===== src/rtl/f_fetch_unit.sv =====
// Fetch stage: drives the instruction memory and fills the F/D register.
// It buffers one word when the fetch completes while the hazard unit stalls D.
module f_fetch_unit #(
  parameter logic [31:0] PC_RESET = 32'h0000_3000,
  parameter logic [31:0] IM_BASE  = 32'h0000_3000,
  parameter logic [31:0] IM_LIMIT = 32'h0000_6FFF
) (
  input  logic        clk,
  input  logic        reset,
  input  logic        stall,
  input  logic [31:0] D_NPC,
  output logic        im_req,
  output logic [31:0] im_addr,
  input  logic        im_ready,
  input  logic [31:0] im_rdata,
  output logic [31:0] F_PC,
  output logic [31:0] D_PC,
  output logic [31:0] D_instr,
  output logic        D_valid,
  output logic        D_exc_adel,
  output logic        fetch_busy
);

  typedef enum logic {FETCH, HOLD} state_e;

  state_e      state_q, state_d;
  logic [31:0] pc_q, pc_d;
  logic [31:0] dpc_q, dpc_d;
  logic [31:0] dinstr_q, dinstr_d;
  logic        dvalid_q, dvalid_d;
  logic        dexc_q, dexc_d;
  logic [31:0] buf_word_q, buf_word_d;
  logic        buf_exc_q, buf_exc_d;

  logic        legal;
  logic        avail;
  logic [31:0] word;
  logic        exc;

  assign legal = (pc_q[1:0] == 2'b00)
              && (pc_q >= IM_BASE)
              && (pc_q <= IM_LIMIT);

  always_comb begin
    state_d    = state_q;
    pc_d       = pc_q;
    dpc_d      = dpc_q;
    dinstr_d   = dinstr_q;
    dvalid_d   = dvalid_q;
    dexc_d     = dexc_q;
    buf_word_d = buf_word_q;
    buf_exc_d  = buf_exc_q;
    im_req     = 1'b0;
    fetch_busy = 1'b0;
    avail      = 1'b0;
    word       = 32'h0;
    exc        = 1'b0;

    unique case (state_q)
      FETCH: begin
        im_req     = legal;
        fetch_busy = legal && !im_ready;
        // Illegal PCs complete at once with a zero word and no request.
        if (!legal) begin
          avail = 1'b1;
          exc   = 1'b1;
        end else if (im_ready) begin
          avail = 1'b1;
          word  = im_rdata;
        end
      end
      HOLD: begin
        avail = 1'b1;
        word  = buf_word_q;
        exc   = buf_exc_q;
      end
    endcase

    if (avail && !stall) begin
      dpc_d    = pc_q;
      dinstr_d = word;
      dexc_d   = exc;
      dvalid_d = 1'b1;
      pc_d     = D_NPC;
      state_d  = FETCH;
    end else if (avail && state_q == FETCH) begin
      buf_word_d = word;
      buf_exc_d  = exc;
      state_d    = HOLD;
    end
  end

  always_ff @(posedge clk) begin
    if (reset) begin
      state_q    <= FETCH;
      pc_q       <= PC_RESET;
      dpc_q      <= 32'h0;
      dinstr_q   <= 32'h0;
      dvalid_q   <= 1'b0;
      dexc_q     <= 1'b0;
      buf_word_q <= 32'h0;
      buf_exc_q  <= 1'b0;
    end else begin
      state_q    <= state_d;
      pc_q       <= pc_d;
      dpc_q      <= dpc_d;
      dinstr_q   <= dinstr_d;
      dvalid_q   <= dvalid_d;
      dexc_q     <= dexc_d;
      buf_word_q <= buf_word_d;
      buf_exc_q  <= buf_exc_d;
    end
  end

  assign im_addr    = pc_q;
  assign F_PC       = pc_q;
  assign D_PC       = dpc_q;
  assign D_instr    = dinstr_q;
  assign D_valid    = dvalid_q;
  assign D_exc_adel = dexc_q;

endmodule

===== config.mk =====
export PLATFORM = sky130hd
export DESIGN_NAME = f_fetch_unit
export DESIGN_NICKNAME = d
export VERILOG_FILES = /design/src/rtl/f_fetch_unit.sv
export SDC_FILE = /design/constraint.sdc
export NUM_CORES = 1
export LEC_CHECK = 0
export ABC_AREA = 1
export BUFFER_PORTS_ARGS = -buffer_cell sky130_fd_sc_hd__buf_4
export CELL_PAD_IN_SITES_DETAIL_PLACEMENT = 0
export CELL_PAD_IN_SITES_GLOBAL_PLACEMENT = 1
export CORE_MARGIN = 1
export CORE_UTILIZATION = 35
export CTS_CLUSTER_DIAMETER = 120
export DETAILED_ROUTE_END_ITERATION = 12
export MAX_ROUTING_LAYER = met4
export PLACE_DENSITY_LB_ADDON = 0.12
export SYNTH_ARGS = -nofsm -noshare
export SYNTH_HDL_FRONTEND = slang
export SYNTH_SLANG_ARGS = --single-unit
export TNS_END_PERCENT = 30

===== constraint.sdc =====
create_clock -name clk -period 1.8 [get_ports clk]
set_clock_uncertainty 0.05 [all_clocks]
set_input_delay 0.18 -clock clk [delete_from_list [all_inputs] [get_ports clk]]
set_output_delay 0.18 -clock clk [all_outputs]
set_load 0.02 [all_outputs]

### After elaboration in Yosys (flattened, before gate mapping)

Cells that the tools add are included.
Widths: inputs -> output; s select.

| word-level totals | value |
|---|---|
| bits in registers | 132 |
| latch bits | 0 |
| memory bits (writable) | 0 |
| ROM bits | 0 |
| input port bits | 68 |
| logic and storage cells | 32 |
| memories | 0 |

| operators by class | value |
|---|---|
| add/subtract/negate cells | 0 |
| multiply operators | 0 |
| divide/modulo/power cells | 0 |
| $lt $le $gt $ge | 2 |
| equality and inequality tests | 0 |
| shift-type cells | 0 |
| multiplexer cells | 10 |
| bitwise logic cells | 2 |
| reductions and logical operators | 10 |

Operator list:

| cell | count |
|---|---|
| $mux 32 | 2 |
| $pmux 32 s2 | 1 |
| $ge 32x14->1 const B | 1 |
| $le 32x15->1 const B | 1 |
| $logic_and 1x1->1 | 5 |
| $mux 1 | 5 |
| $pmux 1 s2 | 2 |
| $logic_not 1->1 | 2 |
| $logic_not 2->1 | 1 |
| $not 1->1 | 2 |
| $reduce_and 2->1 | 1 |
| $reduce_or 2->1 | 1 |

### Longest topological paths before layout

| logic depth | value |
|---|---|
| depth after elaboration | 8 |
| mapped depth | 12 |
| gate-level depth less buffers | 10 |

### Least setup slack after synthesis

OpenSTA, ideal clock, no wires.

| path | value |
|---|---|
| path type | register -> output |
| start | register pc_q[14] (netlist: F_PC[14]) |
| end | output fetch_busy |
| arrival time | 1.545 ns |
| path slack | 0.025 ns |
| cell stages (with the launch flop) | 9 |
| buffers on the path | 2 |
| cells stage by stage | dfxtp_1 -> inv_1 -> nand2_1 -> nand3_1 -> nor2_4 -> nand3_2 -> buf_2 -> buf_2 -> inv_1 |

| between the ends | value |
|---|---|
| longest elaborated chain between the ends | 5 |
| elaborated cells on any way between the ends | 6 |
| classes of those cells | order compare (2); mux (1); reduce/logical (3) |

Ends and longest elaborated chain:

| element | RTL line | source |
|---|---|---|
| start, declared | 27 | `logic [31:0] pc_q, pc_d;` |
| start signal, assigned | 105 | `pc_q <= pc_d;` |
| $ge 32x14->1 | 41 | `&& (pc_q >= IM_BASE)` |
| $logic_and 1x1->1 | 41 |  |
| $logic_and 1x1->1 * | 42 | `&& (pc_q <= IM_LIMIT);` |
| $logic_and 1x1->1 * | 62 | `fetch_busy = legal && !im_ready;` |
| $mux 1 * | 59 | `unique case (state_q)` |
| end, declared | 21 | `output logic fetch_busy` |

Mark *: on every way between the ends. The rest lies on a longest branch, timed or not.

### Worst setup path after layout

| path | value |
|---|---|
| start | register pc_q[28] (netlist: F_PC[28]) |
| end | output fetch_busy |

The elaborated chain is that of the path after synthesis.

==> out/qor.yml <==
fmax_ghz: 0.521
slew_headroom_pct: 71.1
final_cells: 1459
ys_seq_area_share_pct: 41.3
endpoint_kind: "output pin"
cts_tree: "built"
gr-usage-met3_pct: 3.33
cts_buffers: 17
synth_area_mm2: 0.00639
cpLargestDelayFamily: "simple AND/OR/NAND/NOR gates"
globalplace.congestion: 0.807
drc_errors: 0
drtAntennaViolNets: 0
clock-sinks: 132
holdWs_ns: 0.178
synth_cell_types: 17
max_stage_delay_ns: 0.34
avgSynthCellArea_um2: 6.36
fin_total_pwr_mw: 8.41
stdcell_area_mm2: 0.00933
violations: "setup timing"
ir_worst_vdd_mv: 0.662
final_cell_mix: "nand2_1, nor2_1, buf_4"
setup_viol: 68
hold_class: "primary input to flip-flop"
htree_levels: 4
drive_gt1_share_pct: 25.1
via_per_inst: 4.38
drtPass1Iterations: 4
cp_cell_sequence: "nor3_2 > nand3_2 > nor2_4 > nand3_4 > buf_12 > clkinv_4 > buf_6"
report.final.slew_viol_count: 0
synth-seq-cells: 132
gr-usage-met1_pct: 25.5
grt_start_max_net_pins: 48
cp.required_ns: 1.57
grt-ovfl-total: 0
grt_use_total_pct: 20.7
timing.final.ws_setup_ns: -0.118
coreArea_mm2: 0.0179
syn_nets: 1074
grt_pass1_wl_um: 29300
start_util_pct: 35.7
maxCapViolCount: 0
rows: 49
cts-root-buf: "clkbuf_16"
outcome: "finished with violations"
p_leak_nw: 4.84
placed_area_mm2: 0.00790
period_minus_slack_ns: 1.92
syn_inst: 1006
met2_usage_pct: 34.4
regArea_mm2: 0.00265
clk_pin_slew_ns: 0.06
multi_input_area_mm2: 0.00285
io_buffers: 199
crit_fanout: 4
criticalPathCategory: "flip-flop to output pin"
rsz0062_at_grt: "yes"
post-route-util_pct: 52.1
hpwlAfterDp_um: 11300
final_common_cell: "nand2_1"
critPathBufInv: 3
clkLatencyLatePin_ns: 0.41
busiest_layer: "met2"
wl_per_cell_um: 12.8
hold_viol: 0
vias: 6387
yosys_warnings: 0
fp.dieArea_mm2: 0.0188
p_per_area_mw_per_mm2: 901
fillers: 1859
fin_setup_tns_ns: -2.55
antenna_found_initial: 1
nets: 1284
place_ws_ns: -0.0239
die_width_um: 137
area_delta_synth_final_pct: 46.0
cts.path.max_buffers: 2
io_pins: 200
start_kind: "flip-flop"
critPathSlowestCell: "dfxtp_1"
arrival_ns: 1.69
fin_crit_sh_pct: 107
die_h_um: 137
wirelength_um: 18700
grt_pass1_vias: 5812
tightest_slew_ns: 0.434
drtIter0Drc: 282
dp_cells: 1367
[final cells by class]
cell class              instances  share of cell area, %
well taps                     229                   3.07
flip-flops and latches        132                   28.4
clock inverters                14                   1.94
repair buffers                285                   27.1
diodes                          1                 0.0268
clock buffers                  18                   4.60
inverters                     103                   4.25
multi-input cells             677                   30.6
[state kept, by name, indices dropped and copies added, names as in the netlist]
signal / flops
D_PC: 32
D_instr: 32
D_exc_adel: 1
buf_exc_q: 1
state_q: 1
F_PC: 32
D_valid: 1
buf_word_q: 32
[power by group]
group	switching [mW]	internal, mW	total, mW
sequential	0.115	3.12	3.23
combinational	0.863	0.720	1.58
clock	1.40	2.19	3.59
total	2.37	6.03	8.41
[path summary, 6_finish.rpt]
check / from / end / slack, ns / cells after the start
max: F_PC[28]$_SDFFE_PP0P_ / fetch_busy / -0.12 / 7
min: im_rdata[19] / buf_word_q[19]$_SDFFE_PP0P_ / 0.18 / 6
max reg2reg: F_PC[28]$_SDFFE_PP0P_ / D_instr[21]$_SDFFE_PP0P_ / -0.08 / 11
min reg2reg: D_valid$_SDFFE_PP0P_ / D_valid$_SDFFE_PP0P_ / 0.40 / 2
[routing by layer]
metal / vias up / share of wire (%)
li1: 3400 / -
met1: 2825 / 46
met2: 144 / 48
met3: 18 / 4.2
met4: 0 / 1.3
met5: - / 0
[worst register-to-register path, stage by stage (launching register included)]
cell and delay, ns:
dfxtp_1 0.34, nor3_2 0.24, nand3_2 0.13, nor2_4 0.20, nand3_4 0.10, buf_4 0.20, nand2_8 0.13, buf_6 0.12
buf_16 0.13, nand2_1 0.05, nand2_1 0.05, nor2_1 0.04
[cells in the mapped netlist, drive strengths merged]
cell type | instances | area (um2)
nand3b | 34 | 255
buf | 76 | 518
nand2 | 332 | 1250
nor2 | 236 | 893
clkbuf | 19 | 71.3
inv | 102 | 383
a21oi | 34 | 170
clkinv | 1 | 3.75
dfxtp | 132 | 2640
o21ai | 1 | 5.00
nor3 | 1 | 10.0
nand3 | 38 | 195
[logic make-up after synthesis]
logic type / Yosys count / share of synthesized area (%)
buffers and inverters: 198 / 15.3
AOI/OAI and AO/OA: 35 / 2.74
DFF: 132 / 41.3
and+or+nand+nor: 641 / 40.7
[what timing repair did]
item | in CTS | in global routing
endpoints found under the setup margin | 65 | 134
hold buffers | 34 | 0
hold endpoints to repair | 35 | 0
buffers inserted | 18 | 1
cloned | 6 | 2
pin swaps | 8 | 8
resized for setup | 31 | 16
(Power assumes the default switching activity.)
